## src/rtl/pipe_ctrl_if.sv

```systemverilog
// pipe_ctrl_if: ID-stage operand/decode fields in, ID/EX control bundle
// and hazard/stall status out. master = pipeline side, slave = pipe_ctrl.
interface pipe_ctrl_if #(
    parameter int ALUOP_W = 2
);
    logic [6:0]         Op_i;
    logic [6:0]         Funct7_i;
    logic [4:0]         RS1addr_i;
    logic [4:0]         RS2addr_i;
    logic [4:0]         RDaddr_i;
    logic               Flush_i;
    logic               RegWrite_o;
    logic               MemtoReg_o;
    logic               MemRead_o;
    logic               MemWrite_o;
    logic [ALUOP_W-1:0] ALUOp_o;
    logic               ALUSrc_o;
    logic               MulSel_o;
    logic [4:0]         RDaddr_o;
    logic               Branch_o;
    logic               Stall_o;
    logic               EXValid_o;

    modport master (
        output Op_i, Funct7_i, RS1addr_i, RS2addr_i,
        output RDaddr_i, Flush_i,
        input  RegWrite_o, MemtoReg_o, MemRead_o,
        input  MemWrite_o, ALUOp_o, ALUSrc_o, MulSel_o,
        input  RDaddr_o, Branch_o, Stall_o, EXValid_o
    );

    modport slave (
        input  Op_i, Funct7_i, RS1addr_i, RS2addr_i,
        input  RDaddr_i, Flush_i,
        output RegWrite_o, MemtoReg_o, MemRead_o,
        output MemWrite_o, ALUOp_o, ALUSrc_o, MulSel_o,
        output RDaddr_o, Branch_o, Stall_o, EXValid_o
    );
endinterface

```

## src/rtl/pipe_ctrl.sv

```systemverilog
// pipe_ctrl: ID-stage decoder + ID/EX control register with load-use
// bubbles, branch flush and multi-cycle MUL hold. Ports: clk_i, rst_i, bus.
module pipe_ctrl #(
    parameter int ALUOP_W    = 2,
    parameter int MUL_CYCLES = 3,
    parameter bit ENABLE_MUL = 1'b1
) (
    input logic        clk_i,
    input logic        rst_i,
    pipe_ctrl_if.slave bus
);
    localparam int CNT_W = (MUL_CYCLES > 1) ? $clog2(MUL_CYCLES) : 1;

    localparam logic [6:0] OP_R  = 7'b0110011;
    localparam logic [6:0] OP_I  = 7'b0010011;
    localparam logic [6:0] OP_LD = 7'b0000011;
    localparam logic [6:0] OP_ST = 7'b0100011;
    localparam logic [6:0] OP_BR = 7'b1100011;

    typedef struct packed {
        logic               regWrite;
        logic               memtoReg;
        logic               memRead;
        logic               memWrite;
        logic [ALUOP_W-1:0] aluOp;
        logic               aluSrc;
        logic               mulSel;
        logic [4:0]         rdAddr;
    } ctrlT;

    typedef enum logic {IDLE, BUSY} stateT;

    stateT             state;
    logic [CNT_W-1:0]  count;
    ctrlT              idEx;
    ctrlT              ctrl;
    logic              ctrlBranch;
    logic              rs2Used;
    logic              isR, isI, isLd, isSt, isBr;
    logic              isMulCode;
    logic              loadUse;
    logic              stall;

    assign isR  = (bus.Op_i == OP_R);
    assign isI  = (bus.Op_i == OP_I);
    assign isLd = (bus.Op_i == OP_LD);
    assign isSt = (bus.Op_i == OP_ST);
    assign isBr = (bus.Op_i == OP_BR);

    assign isMulCode = ENABLE_MUL && (bus.Funct7_i == 7'b0000001);

    always_comb begin
        ctrl       = '0;
        ctrlBranch = 1'b0;
        rs2Used    = 1'b0;
        unique case (1'b1)
            isR: begin
                ctrl.aluOp    = ALUOP_W'(2'b10);
                ctrl.regWrite = 1'b1;
                ctrl.mulSel   = isMulCode;
                ctrl.rdAddr   = bus.RDaddr_i;
                rs2Used       = 1'b1;
            end
            isI: begin
                ctrl.aluOp    = ALUOP_W'(2'b11);
                ctrl.aluSrc   = 1'b1;
                ctrl.regWrite = 1'b1;
                ctrl.rdAddr   = bus.RDaddr_i;
            end
            isLd: begin
                ctrl.aluSrc   = 1'b1;
                ctrl.memtoReg = 1'b1;
                ctrl.memRead  = 1'b1;
                ctrl.regWrite = 1'b1;
                ctrl.rdAddr   = bus.RDaddr_i;
            end
            isSt: begin
                ctrl.aluSrc   = 1'b1;
                ctrl.memWrite = 1'b1;
                ctrl.rdAddr   = bus.RDaddr_i;
                rs2Used       = 1'b1;
            end
            isBr: begin
                ctrl.aluOp    = ALUOP_W'(2'b01);
                ctrl.rdAddr   = bus.RDaddr_i;
                ctrlBranch    = 1'b1;
                rs2Used       = 1'b1;
            end
            default: ;
        endcase
    end

    // x0 never carries a real dependency, so a load to x0 never stalls.
    assign loadUse = idEx.memRead && (idEx.rdAddr != 5'd0)
                     && ((idEx.rdAddr == bus.RS1addr_i)
                     || (rs2Used && idEx.rdAddr == bus.RS2addr_i));

    assign stall         = loadUse || (state == BUSY);
    assign bus.Stall_o   = stall;
    assign bus.Branch_o  = ctrlBranch && !stall;
    assign bus.EXValid_o = (state == IDLE);

    assign bus.RegWrite_o = idEx.regWrite;
    assign bus.MemtoReg_o = idEx.memtoReg;
    assign bus.MemRead_o  = idEx.memRead;
    assign bus.MemWrite_o = idEx.memWrite;
    assign bus.ALUOp_o    = idEx.aluOp;
    assign bus.ALUSrc_o   = idEx.aluSrc;
    assign bus.MulSel_o   = idEx.mulSel;
    assign bus.RDaddr_o   = idEx.rdAddr;

    always_ff @(posedge clk_i or negedge rst_i) begin
        if (!rst_i) begin
            state <= IDLE;
            count <= '0;
            idEx  <= '0;
        end else begin
            case (state)
                IDLE: begin
                    if (loadUse || bus.Flush_i) begin
                        idEx <= '0;
                    end else begin
                        idEx <= ctrl;
                        if (ctrl.mulSel && (MUL_CYCLES > 1)) begin
                            count <= CNT_W'(MUL_CYCLES - 1);
                            state <= BUSY;
                        end
                    end
                end
                // The MUL stays in ID/EX; the frozen ID instruction,
                // including any flush request, is ignored here.
                BUSY: begin
                    count <= count - CNT_W'(1);
                    if (count == CNT_W'(1)) state <= IDLE;
                end
                default: state <= IDLE;
            endcase
        end
    end
endmodule
```

## src/flat_wrapper.sv

```systemverilog
// flat-port wrapper written by rule: the top's interface ports become plain ports
module pipe_ctrl_flat 
#(
    parameter int ALUOP_W    = 2,
    parameter int MUL_CYCLES = 3,
    parameter bit ENABLE_MUL = 1'b1
)
  (clk_i, rst_i, bus_Op_i, bus_Funct7_i, bus_RS1addr_i, bus_RS2addr_i, bus_RDaddr_i, bus_Flush_i, bus_RegWrite_o, bus_MemtoReg_o, bus_MemRead_o, bus_MemWrite_o, bus_ALUOp_o, bus_ALUSrc_o, bus_MulSel_o, bus_RDaddr_o, bus_Branch_o, bus_Stall_o, bus_EXValid_o);
  pipe_ctrl_if #(.ALUOP_W(ALUOP_W)) bus_i ();
  input logic clk_i;
  input logic rst_i;
  input wire logic [$bits(bus_i.Op_i)-1:0] bus_Op_i;
  input wire logic [$bits(bus_i.Funct7_i)-1:0] bus_Funct7_i;
  input wire logic [$bits(bus_i.RS1addr_i)-1:0] bus_RS1addr_i;
  input wire logic [$bits(bus_i.RS2addr_i)-1:0] bus_RS2addr_i;
  input wire logic [$bits(bus_i.RDaddr_i)-1:0] bus_RDaddr_i;
  input wire logic [$bits(bus_i.Flush_i)-1:0] bus_Flush_i;
  output wire logic [$bits(bus_i.RegWrite_o)-1:0] bus_RegWrite_o;
  output wire logic [$bits(bus_i.MemtoReg_o)-1:0] bus_MemtoReg_o;
  output wire logic [$bits(bus_i.MemRead_o)-1:0] bus_MemRead_o;
  output wire logic [$bits(bus_i.MemWrite_o)-1:0] bus_MemWrite_o;
  output wire logic [$bits(bus_i.ALUOp_o)-1:0] bus_ALUOp_o;
  output wire logic [$bits(bus_i.ALUSrc_o)-1:0] bus_ALUSrc_o;
  output wire logic [$bits(bus_i.MulSel_o)-1:0] bus_MulSel_o;
  output wire logic [$bits(bus_i.RDaddr_o)-1:0] bus_RDaddr_o;
  output wire logic [$bits(bus_i.Branch_o)-1:0] bus_Branch_o;
  output wire logic [$bits(bus_i.Stall_o)-1:0] bus_Stall_o;
  output wire logic [$bits(bus_i.EXValid_o)-1:0] bus_EXValid_o;
  assign bus_i.Op_i = bus_Op_i;
  assign bus_i.Funct7_i = bus_Funct7_i;
  assign bus_i.RS1addr_i = bus_RS1addr_i;
  assign bus_i.RS2addr_i = bus_RS2addr_i;
  assign bus_i.RDaddr_i = bus_RDaddr_i;
  assign bus_i.Flush_i = bus_Flush_i;
  assign bus_RegWrite_o = bus_i.RegWrite_o;
  assign bus_MemtoReg_o = bus_i.MemtoReg_o;
  assign bus_MemRead_o = bus_i.MemRead_o;
  assign bus_MemWrite_o = bus_i.MemWrite_o;
  assign bus_ALUOp_o = bus_i.ALUOp_o;
  assign bus_ALUSrc_o = bus_i.ALUSrc_o;
  assign bus_MulSel_o = bus_i.MulSel_o;
  assign bus_RDaddr_o = bus_i.RDaddr_o;
  assign bus_Branch_o = bus_i.Branch_o;
  assign bus_Stall_o = bus_i.Stall_o;
  assign bus_EXValid_o = bus_i.EXValid_o;
  pipe_ctrl #(.ALUOP_W(ALUOP_W), .MUL_CYCLES(MUL_CYCLES), .ENABLE_MUL(ENABLE_MUL)) u_core (.clk_i(clk_i), .rst_i(rst_i), .bus(bus_i));
endmodule
```

## config.mk

```make
export PLATFORM = sky130hd
export DESIGN_NAME = pipe_ctrl_flat
export DESIGN_NICKNAME = d
export VERILOG_FILES = /design/src/rtl/pipe_ctrl_if.sv /design/src/rtl/pipe_ctrl.sv /design/src/flat_wrapper.sv
export SDC_FILE = /design/constraint.sdc
export NUM_CORES = 1
export LEC_CHECK = 0
export CAP_MARGIN = 20
export CELL_PAD_IN_SITES_DETAIL_PLACEMENT = 1
export CELL_PAD_IN_SITES_GLOBAL_PLACEMENT = 2
export CORE_AREA = 2 2 55 96
export DETAILED_ROUTE_END_ITERATION = 10
export DIE_AREA = 0 0 57 98
export HOLD_SLACK_MARGIN = 0.08
export PLACE_DENSITY = 0.73
export SYNTH_ARGS = -nofsm -noshare
export SYNTH_HDL_FRONTEND = slang
export SYNTH_SLANG_ARGS = --single-unit
```

## constraint.sdc

```tcl
create_clock -name clk_i -period 2 [get_ports clk_i]
set_clock_uncertainty 0.1 [all_clocks]
set_input_delay 0.4 -clock clk_i [delete_from_list [all_inputs] [get_ports clk_i]]
set_output_delay 0.4 -clock clk_i [all_outputs]
set_load 0.1 [all_outputs]
```

==> key figures, run 1 <==
Outcome
  • Outcome: finished, violations left
  • Violated checks: negative setup slack

Timing
  • Final Cycle Share: 1.28
  • Actual slew at the worst max-slew pin: roughly 320 ps
  • Worst slew margin: 0.787
  • RSZ-0062 raised after global routing: true
  • Final setup fails: 2
  • Final hold vios: 0
  • Post-route setup slack: -551 ps
  • Final min period: about 2600 ps
  • Final Max Tran Viols: 0
  • Max Fclk: a little under 0.4 GHz

Routing
  • DR vias: between 900 and 1000
  • Final ANT Viol Nets: 0
  • Post-DR vias/cell: about 4.4
  • Drt pass-1 iters: 2
  • DRC viols: 0
  • Routed WL: 3.27 mm
  • Routed length per instance: 15.0 um
  • Number of DRC markers in iteration 0: 13

Worst setup path
  • Worst path slowest cell: or4_4
  • CP peak stage delay: ~540 ps
  • Setup CP Type: flop to output pin
  • Worst-path maximum fanout: 2
  • Worst EP required: 1500 ps
  • R2r startpoint: u_core.bus.RDaddr_o[0]
  • Critical Path Source Type: flop
  • Worst path cell trace: or4_4 > o21ai_2 > a21oi_2 > buf_4 > nor4_4 > buf_12
  • Crit end category: output pin
  • Crit path DAT: about 2000 ps
  • CP startpoint: u_core.bus.RDaddr_o[0]

Floorplanning
  • Initial Util: 0.184
  • Die width: ~57 um
  • Row Count: 34
  • I/O Pins: between 40 and 50
  • Die Footprint: 0.00559 sq mm
  • Core region area: between 0.004 and 0.005 sq mm
  • Die Ht: 98 um

Placement
  • DP Worst Slack: -505 ps
  • Post-DP Area: 0.00172 sq mm
  • IO Port Bufs: 47
  • Gp weighted congestion: between 0.7 and 0.8
  • DP Wirelength: around 2.7 mm

Synthesis
  • Cell Area, Synth: just under 900 sq um
  • Synth area leader: dfrtp_1
  • Syn_nets: 130
  • Post-synth top area share: 0.421
  • Post-synthesis cell count: between 90 and 100
  • Yosys cell types: 28
  • Yosys reg bits: 15
  • Mean Syn Cell Area: between 9 and 10 sq um
  • Yosys synthesis warning count: 0
  • Sequential area share after synthesis: 0.421
  • Top post-synthesis cells by area: dfrtp_1, nand2_1, o21ai_2

Finish
  • Area of the multi-input gates: about 550 sq um
  • Most common cell after layout, fill and taps aside: clkdlybuf4s50_1
  • Inserted Diodes: 0
  • Layout cells sized above 1: 0.415
  • # fillers: about 560
  • Synth-to-layout area growth: 110%
  • Final nets: between 150 and 200
  • Finished Cell Area: 0.00188 sq mm
  • Register area: ~390 sq um
  • Commonest non-fill, non-tap cells in the layout: clkdlybuf4s50_1, nand2_1, buf_4, buf_12, dfrtp_1

GRT
  • Gr ovfl total: 0
  • Pin count of the biggest net entering global routing: 16
  • Vias in the first global route: roughly 1100
  • All-Layer GR Usage: 0.123
  • Global-route wire length before repair: ~5.2 mm
  • Initial antenna violation count: 0

Power
  • Net switching power: 177 uW
  • Clock network fraction of total power: 0.356
  • Sw Ratio: 0.250
  • Sequential Power Share: 0.438
  • Comb pwr share: 0.206
  • Pwr per Cell Area: ~380 mW/mm^2
  • P_int: 531 uW
  • Static leakage: a little under 0.8 nW
  • Peak supply drop: between 0.2 and 0.3 mV

CTS
  • CTS tree: done
  • CTS sink count: 15
  • Hold Buf Count CTS: 0
  • CTS max path bufs: 2
  • Root buf cell: clkbuf_8
  • Worst-Skew Late Latency: roughly 250 ps
  • # H-tree levels: 1
  • Reg clk slew, reported paths: roughly 70 ps
  • Total CTS buffers: 3

Hold path
  • Hold Path Class: input port to asynchronous set/reset pin

Job
  • MaxCap Viol Count: 0
worst max-delay path: cells and delay by family, from the launching register on:
family	cells	cell delay, ps
simple gates	2	760
flops	1	470
buf+inv	2	360
compound gates	2	190
timing repair:
item                                    in CTS  in global routing
pin swaps                                    2                  7
resized for setup                            1                 11
endpoints found under the setup margin      17                 17
buffers inserted                             1                  1
gates cloned                                 0                  1
state kept, by name, indices dropped and copies added (netlist names):
name,flops
u_core.state,1
u_core.count,2
u_core.bus.ALUOp_o,2
u_core.bus.MulSel_o,1
u_core.bus.MemWrite_o,1
u_core.bus.ALUSrc_o,1
u_core.bus.MemtoReg_o,1
u_core.bus.RDaddr_o,5
u_core.bus.RegWrite_o,1
through the flow:
stage | util | hold WS (ps) | TNS [ps] | total power [mW] | instances
3_3_place_gp | 0.355 | 389 | -4840 | 0.453 | 211
4_1_cts | 0.367 | 376 | -1060 | 0.713 | 216
5_1_grt | 0.387 | 409 | -1210 | 0.735 | 218
3_5_place_dp | 0.355 | 403 | -5050 | 0.457 | 211
2_1_floorplan | - | 4.41 | -1560 | 0.354 | 97
6_report | 0.387 | 368 | -1080 | 0.708 | 218
cell type report:
class	count	share of cell area
tap	54	0.0360
inverter	2	0.00600
timing repair buffer	67	0.432
clock inverter	1	0.00267
multi-input combinational	76	0.295
clock buffer	3	0.0220
sequential	15	0.206
power groups by stage:
stage / registers (mW) / logic [mW] / clock network, mW
2_1_floorplan: 0.326 / 0.0285 / 0
3_3_place_gp: 0.315 / 0.138 / 0
3_5_place_dp: 0.316 / 0.141 / 0
4_1_cts: 0.310 / 0.143 / 0.260
5_1_grt: 0.310 / 0.159 / 0.266
6_report: 0.310 / 0.146 / 0.252
kinds of logic (layout without fill, tap and decap cells):
logic type,count (synthesis),in the layout,synth area share
fa+ha+maj,1,1,0.0140
xor+xnor,11,11,0.108
mux,1,1,0.0112
simple gates,45,45,0.241
flops,15,15,0.421
buf+inv,6,73,0.0421
compound gates,18,18,0.163
synth_stat cells:
cell,count
a21oi_2,1
buf_4,2
buf_6,1
clkbuf_1,1
dfrtp_1,15
ha_1,1
inv_1,2
mux2i_1,1
nand2_1,21
nand2b_1,3
nand3_1,7
nand4_1,1
nand4bb_1,1
nor2_1,2
nor3_1,5
nor4_1,2
o21a_1,1
o21ai_0,3
o21ai_1,1
o21ai_2,9
o22ai_1,1
o31ai_1,1
o41ai_2,1
or2_2,1
or3_1,1
or4_1,1
xnor2_1,2
xor2_1,9
final timing paths:
path                                          end  depth (start not counted)  slack (ps)
min in group clk_i         u_core.bus.RDaddr_o[2]                          2         410
setup / recovery                     bus_Branch_o                          6        -550
setup reg to reg            u_core.bus.MemWrite_o                          6          70
hold reg to reg            u_core.bus.RDaddr_o[2]                          2         410
max in group asynchronous  u_core.bus.RDaddr_o[3]                          2        1230
hold / removal             u_core.bus.RDaddr_o[4]                          2         370
routing by layer:
layer / share of wire / global-route usage / routed length [um] / vias up
met1: 0.35 / 0.130 / 1160 / 456
met3: 0.042 / 0.00530 / 139 / 4
met2: 0.58 / 0.233 / 1900 / 35
met4: 0.024 / 0.0644 / 77 / 0
li1: - / - / - / 471
met5: 0 / 0 / 0 / -
Power figures use the tool's default switching activity.
==> run 2, diff against run 1 <==
CORE_AREA = 2 2 83 65   (was 2 2 55 96)
DIE_AREA = 0 0 85 67   (was 0 0 57 98)
MAX_ROUTING_LAYER = met4   (was not set)
==> run 2 against run 1 <==
First-iteration DRC count up 69%. Largest power group unchanged. Clock power shrank 2%. Clock-buffer cell count grew 1. Combinational power barely moved. Via count fell by 3.5%. Register-to-register slack about the same. Critical path type is now input port to output pin. Maximum frequency increased by 3.0%. The flow still finishes with violations (negative setup slack). Worst setup slack better by 74 ps. Critical endpoint is now bus_Stall_o. Core utilization down 0.62 points. Final area down 2.3%. Power is 0.94% lower.
==> key figures, run 2 (synthesis gave the netlist of run 1 again) <==
Timing
  • Final Cycle Share: 1.24 (was 1.28)
  • Hold Worst Slack: 368 ps (about the same)
  • Total negative setup slack: -915 ps (was -1080 ps)
  • Final min period: 2480 ps (was 2550 ps)
  • Max Fclk: 0.404 GHz (was 0.392 GHz)
  • RSZ-0062 raised after global routing: true (unchanged)
  • Worst slew margin: 0.778 (was 0.787)
  • Final setup fails: 2 (unchanged)
  • Post-route setup slack: -477 ps (was -551 ps)
  • Final Max Tran Viols: 0 (unchanged)
  • Final hold vios: 0 (unchanged)
  • Actual slew at the worst max-slew pin: 333 ps (was 317 ps)

Worst setup path
  • Worst EP required: 1500 ps (about the same)
  • Setup CP Type: input port to output pin (was flop to output pin)
  • Crit path DAT: 1980 ps (was 2050 ps)
  • Worst-path maximum fanout: 4 (was 2)
  • Critical Path Source Type: input port (was flop)
  • Crit end category: output pin (unchanged)

Finish
  • Most common cell after layout, fill and taps aside: clkdlybuf4s50_1 (unchanged)
  • # fillers: 547 (was 561)
  • Inserted Diodes: 0 (unchanged)
  • Final nets: 195 (was 198)
  • Layout cells sized above 1: 0.379 (was 0.415)
  • Register area: 387 sq um (unchanged)
  • Area of the multi-input gates: 554 sq um (unchanged)
  • Finished Cell Area: 0.00183 sq mm (was 0.00188 sq mm)
  • Largest register FFs: 5 (unchanged)
  • Synth-to-layout area growth: 106% (was 110%)
  • Commonest non-fill, non-tap cells in the layout: clkdlybuf4s50_1, nand2_1, buf_12, buf_4, dfrtp_1 (was clkdlybuf4s50_1, nand2_1, buf_4, buf_12, dfrtp_1)

Power
  • Static leakage: 0.761 nW (was 0.788 nW)
  • Pwr per Cell Area: 382 mW/mm^2 (was 377 mW/mm^2)
  • Peak supply drop: 0.176 mV (was 0.252 mV)

CTS
  • Reg clk slew, reported paths: 60 ps (was 70 ps)
  • CTS max path bufs: 2 (unchanged)
  • CTS tree: done (unchanged)
  • Total CTS buffers: 3 (unchanged)
  • CTS sink count: 15 (unchanged)
  • Worst-Skew Late Latency: 250 ps (about the same)
  • # H-tree levels: 1 (unchanged)
  • Root buf cell: clkbuf_8 (unchanged)
  • Hold Buf Count CTS: 0 (unchanged)

Routing
  • Routed WL: 3.05 mm (was 3.27 mm)
  • Final ANT Viol Nets: 0 (unchanged)
  • Number of DRC markers in iteration 0: 22 (was 13)
  • DR vias: 932 (was 966)
  • Routed length per instance: 13.8 um (was 15.0 um)
  • DRC viols: 0 (unchanged)
  • Post-DR vias/cell: 4.22 (was 4.43)
  • Drt pass-1 iters: 2 (unchanged)

Placement
  • IO Port Bufs: 47 (unchanged)
  • DP Wirelength: 2.50 mm (was 2.65 mm)
  • Gp weighted congestion: 0.769 (was 0.778)
  • Post-DP Area: 0.00172 sq mm (unchanged)

Floorplanning
  • Row Count: 22 (was 34)
  • Initial Util: 0.185 (was 0.184)
  • Die width: 85 um (was 57 um)
  • Die Footprint: 0.00570 sq mm (was 0.00559 sq mm)
  • I/O Pins: 48 (unchanged)
  • Die Ht: 67 um (was 98 um)
  • Core region area: 0.00482 sq mm (was 0.00485 sq mm)

GRT
  • Global-route wire length before repair: 5.09 mm (was 5.24 mm)
  • All-Layer GR Usage: 0.118 (was 0.123)
  • Gr ovfl total: 0 (unchanged)
  • Initial antenna violation count: 0 (unchanged)
  • Pin count of the biggest net entering global routing: 16 (unchanged)
  • Vias in the first global route: 1067 (was 1102)

Outcome
  • Outcome: finished, violations left (unchanged)
  • Violated checks: negative setup slack (unchanged)

Hold path
  • Hold Path Class: input port to asynchronous set/reset pin (unchanged)

Job
  • MaxCap Viol Count: 0 (unchanged)
run 2: cell count changes in the layout (fill, tap and decap cells not counted), sizes merged:
cell / before / now
buf: 35 / 33
clkinv: 1 / 0
run 2: power breakdown:
part / internal [mW] / switching (mW)
registers: 0.307 / 0.00313
clock network: 0.141 / 0.106
logic: 0.0846 / 0.0593
total: 0.533 / 0.168
run 2: area by class of cell:
class	instances	area share
flip-flops and latches	15	0.211
multi-input cells	76	0.302
inverters	2	0.00614
clock buffers	4	0.0246
repair buffers	64	0.415
well taps	60	0.0409
run 2: worst max-delay path: stages:
cell and delay (ps):
clkdlybuf4s50_1 430, xor2_1 160, nor3_2 230, nand4_1 180, a21oi_4 240, or2_4 180
buf_12 170
run 2: what timing repair did:
item	CTS	global route
buffers inserted	1	0
setup endpoints to repair	8	16
gates resized for setup	6	4
pin swaps	4	1
run 2: worst paths after layout:
kind	from	end	slack [ps]	cells after the start
max in group asynchronous	rst_i	u_core.bus.RDaddr_o[0]	1230	2
min reg2reg	u_core.count[1]	u_core.count[1]	410	2
max reg2reg	u_core.bus.RDaddr_o[0]	u_core.state	80	7
min in group clk_i	u_core.count[1]	u_core.count[1]	410	2
max	bus_RS2addr_i[3]	bus_Stall_o	-480	7
min	rst_i	u_core.bus.MulSel_o	370	2
run 2: through the flow:
stage / total power [mW] / util / setup slack, ps / instances
global placement: 0.451 / 0.357 / -516 / 216
detailed placement: 0.454 / 0.357 / -556 / 216
global route: 0.745 / 0.381 / -516 / 221
floorplan: 0.354 / - / -1040 / 97
CTS: 0.709 / 0.375 / -478 / 221
finish: 0.701 / 0.381 / -477 / 221
run 2: per-layer routing:
| layer | part of all wire | wire (um) | global-route usage | vias up |
|---|---|---|---|---|
| met5 | 0 | 0 | - | - |
| met2 | 0.46 | 1400 | 0.191 | 38 |
| met1 | 0.47 | 1420 | 0.152 | 432 |
| met3 | 0.070 | 213 | 0.0235 | 2 |
| met4 | 0.0062 | 19 | 0.0298 | 0 |
| li1 | - | - | - | 460 |
==> run 3, diff against run 2 <==
ABC_AREA = 1   (was not set)
CORE_AREA = 2 2 88 69   (was 2 2 83 65)
DIE_AREA = 0 0 90 71   (was 0 0 85 67)
==> run 3 against run 2 <==
The run still ends with negative setup slack left. Wire length up 5.2%. Worst hold slack better by 3.1 ps. Via count up 19%. Sequential power about the same. Area after synthesis up 9.1%. Critical path type is now flop to output pin.
==> key figures, run 3 <==
Outcome
  • Outcome: finished, violations left (unchanged)
  • Violated checks: negative setup slack (unchanged)

Finish
  • # fillers: 672 (was 547)
  • Inserted Diodes: 0 (unchanged)
  • Register area: 395 sq um (was 387 sq um)
  • Layout cells sized above 1: 0.353 (was 0.379)
  • Commonest non-fill, non-tap cells in the layout: nand2_1, buf_4, dlygate4sd2_1, buf_12 (was clkdlybuf4s50_1, nand2_1, buf_12, buf_4, dfrtp_1)
  • Area of the multi-input gates: 581 sq um (was 554 sq um)
  • Most common cell after layout, fill and taps aside: nand2_1 (was clkdlybuf4s50_1)
  • Synth-to-layout area growth: 104% (was 106%)
  • Final nets: 241 (was 195)
  • Final cell utilization of the core: 0.355 (was 0.381)
  • Finished Cell Area: 0.00198 sq mm (was 0.00183 sq mm)
  • Largest register FFs: 5 (unchanged)

Timing
  • Total negative setup slack: -469 ps (was -915 ps)
  • Max Fclk: 0.445 GHz (was 0.404 GHz)
  • Final Cycle Share: 1.12 (was 1.24)
  • Worst slew margin: 0.588 (was 0.778)
  • Final hold vios: 0 (unchanged)
  • Final min period: 2250 ps (was 2480 ps)
  • RSZ-0062 raised after global routing: true (unchanged)
  • Final Max Tran Viols: 0 (unchanged)
  • Post-route setup slack: -246 ps (was -477 ps)
  • Actual slew at the worst max-slew pin: 617 ps (was 333 ps)
  • Final setup fails: 2 (unchanged)

Placement
  • DP Worst Slack: -443 ps (was -556 ps)
  • DP Wirelength: 2.62 mm (was 2.50 mm)
  • Gp weighted congestion: 0.803 (was 0.769)
  • Post-DP Area: 0.00188 sq mm (was 0.00172 sq mm)
  • IO Port Bufs: 47 (unchanged)

Floorplanning
  • Initial Util: 0.174 (was 0.185)
  • Die Footprint: 0.00639 sq mm (was 0.00570 sq mm)
  • Die width: 90 um (was 85 um)
  • I/O Pins: 48 (unchanged)
  • Die Ht: 71 um (was 67 um)
  • Core region area: 0.00559 sq mm (was 0.00482 sq mm)
  • Row Count: 24 (was 22)

Synthesis
  • Count leader, synth: nand2_1 (unchanged)
  • Yosys synthesis warning count: 0 (unchanged)
  • Yosys cell types: 23 (was 28)
  • Synth area leader: dfrtp_1 (unchanged)
  • Post-synth top area share: 0.386 (was 0.421)
  • Yosys reg bits: 15 (unchanged)
  • Ys flop type: dfrtp_1 (unchanged)
  • Ys async rst share: 1.00 (unchanged)
  • Syn_nets: 167 (was 130)
  • Mean Syn Cell Area: 7.26 sq um (was 9.20 sq um)
  • Post-synth top cells: nand2_1, inv_1, dfrtp_1 (was nand2_1, dfrtp_1, o21ai_2, xor2_1, nand3_1)
  • Cell Area, Synth: 973 sq um (was 892 sq um)
  • Sequential area share after synthesis: 0.386 (was 0.421)
  • Top post-synthesis cells by area: dfrtp_1, nand2_1, xor2_1 (was dfrtp_1, nand2_1, o21ai_2)
  • EDFF count, synth: 0 (unchanged)
  • Post-synthesis cell count: 134 (was 97)

Routing
  • Final ANT Viol Nets: 0 (unchanged)
  • Number of DRC markers in iteration 0: 56 (was 22)
  • Drt pass-1 iters: 3 (was 2)
  • Post-DR vias/cell: 3.88 (was 4.22)
  • Routed length per instance: 11.3 um (was 13.8 um)
  • DRC viols: 0 (unchanged)
  • DR vias: 1106 (was 932)
  • Routed WL: 3.21 mm (was 3.05 mm)

Worst setup path
  • Setup CP Type: flop to output pin (was input port to output pin)
  • Critical Path Source Type: flop (was input port)
  • Worst EP required: 1500 ps (about the same)
  • Worst-path maximum fanout: 5 (was 4)
  • Crit path DAT: 1750 ps (was 1980 ps)
  • Crit end category: output pin (unchanged)

CTS
  • CTS tree: done (unchanged)
  • Reg clk slew, reported paths: 60 ps (about the same)
  • # H-tree levels: 1 (unchanged)
  • Total CTS buffers: 3 (unchanged)
  • CTS sink count: 15 (unchanged)
  • Root buf cell: clkbuf_8 (unchanged)
  • Hold Buf Count CTS: 0 (unchanged)
  • CTS max path bufs: 2 (unchanged)
  • Worst-Skew Late Latency: 250 ps (about the same)

GRT
  • Global-route wire length before repair: 5.55 mm (was 5.09 mm)
  • Gr ovfl total: 0 (unchanged)
  • Vias in the first global route: 1145 (was 1067)
  • Initial antenna violation count: 0 (unchanged)
  • Pin count of the biggest net entering global routing: 17 (was 16)
  • All-Layer GR Usage: 0.111 (was 0.118)

Hold path
  • Hold Path Class: input port to asynchronous set/reset pin (unchanged)

Power
  • Peak supply drop: 0.210 mV (was 0.176 mV)
  • Pwr per Cell Area: 357 mW/mm^2 (was 382 mW/mm^2)
  • Static leakage: 0.990 nW (was 0.761 nW)
  • Tot Pwr: 708 uW (was 701 uW)

Job
  • MaxCap Viol Count: 0 (unchanged)
## run 3: worst max-delay path, cell delays in order (launching register included)
cell	delay (ps)
dfrtp_4	520
xnor2_2	140
nand2_1	60
nor2_1	40
nand3_1	90
nand2_2	90
nand2_4	100
nand2_8	50
nor3_4	200
buf_12	200
## run 3: layer usage
metal	vias to the layer above	global-route usage	part of all wire
met5	-	-	0
met2	17	0.185	0.50
li1	564	-	-
met3	4	0.0277	0.034
met4	0	0.0256	0.0065
met1	521	0.137	0.46
## run 3: power breakdown
group	internal, mW	switching [mW]	total (mW)	leakage [nW]
clock network	0.141	0.110	0.251	0.0228
logic	0.0782	0.0671	0.145	0.769
registers	0.308	0.00383	0.311	0.197
total	0.527	0.181	0.708	0.990
## run 3: through the flow
stage	cells	hold slack, ps
global placement	276	404
finish	285	371
global route	285	394
floorplan	134	4.41
detailed placement	276	413
CTS	284	377
## run 3: path summary, 6_finish.rpt
check	startpoint	to	slack [ps]	cells past startpoint
max	u_core.bus.RDaddr_o[0]	bus_Branch_o	-250	9
max reg2reg	u_core.bus.RDaddr_o[0]	u_core.bus.RegWrite_o	110	12
min in group clk_i	u_core.count[1]	u_core.count[1]	430	2
min reg2reg	u_core.count[1]	u_core.count[1]	430	2
max in group asynchronous	rst_i	u_core.bus.RDaddr_o[3]	1230	2
min	rst_i	u_core.bus.ALUSrc_o	370	2
## run 3: cell type report
cell class              instances  area share
flip-flops and latches         15       0.199
well taps                      78      0.0492
multi-input cells              99       0.293
repair buffers                 72       0.403
clock buffers                   4      0.0227
inverters                      17      0.0334
## run 3: timing repair
action	in CTS	in global routing
endpoints found under the hold margin	0	0
resized for setup	19	7
setup endpoints to repair	2	5
buffers inserted	4	3
pin swaps	16	8
## run 3: cell families after synthesis
family | Yosys count | synth area share
simple gates | 81 | 0.382
buf+inv | 20 | 0.0913
flops | 15 | 0.386
xor+xnor | 9 | 0.0810
compound gates | 8 | 0.0476
fa+ha+maj | 1 | 0.0129
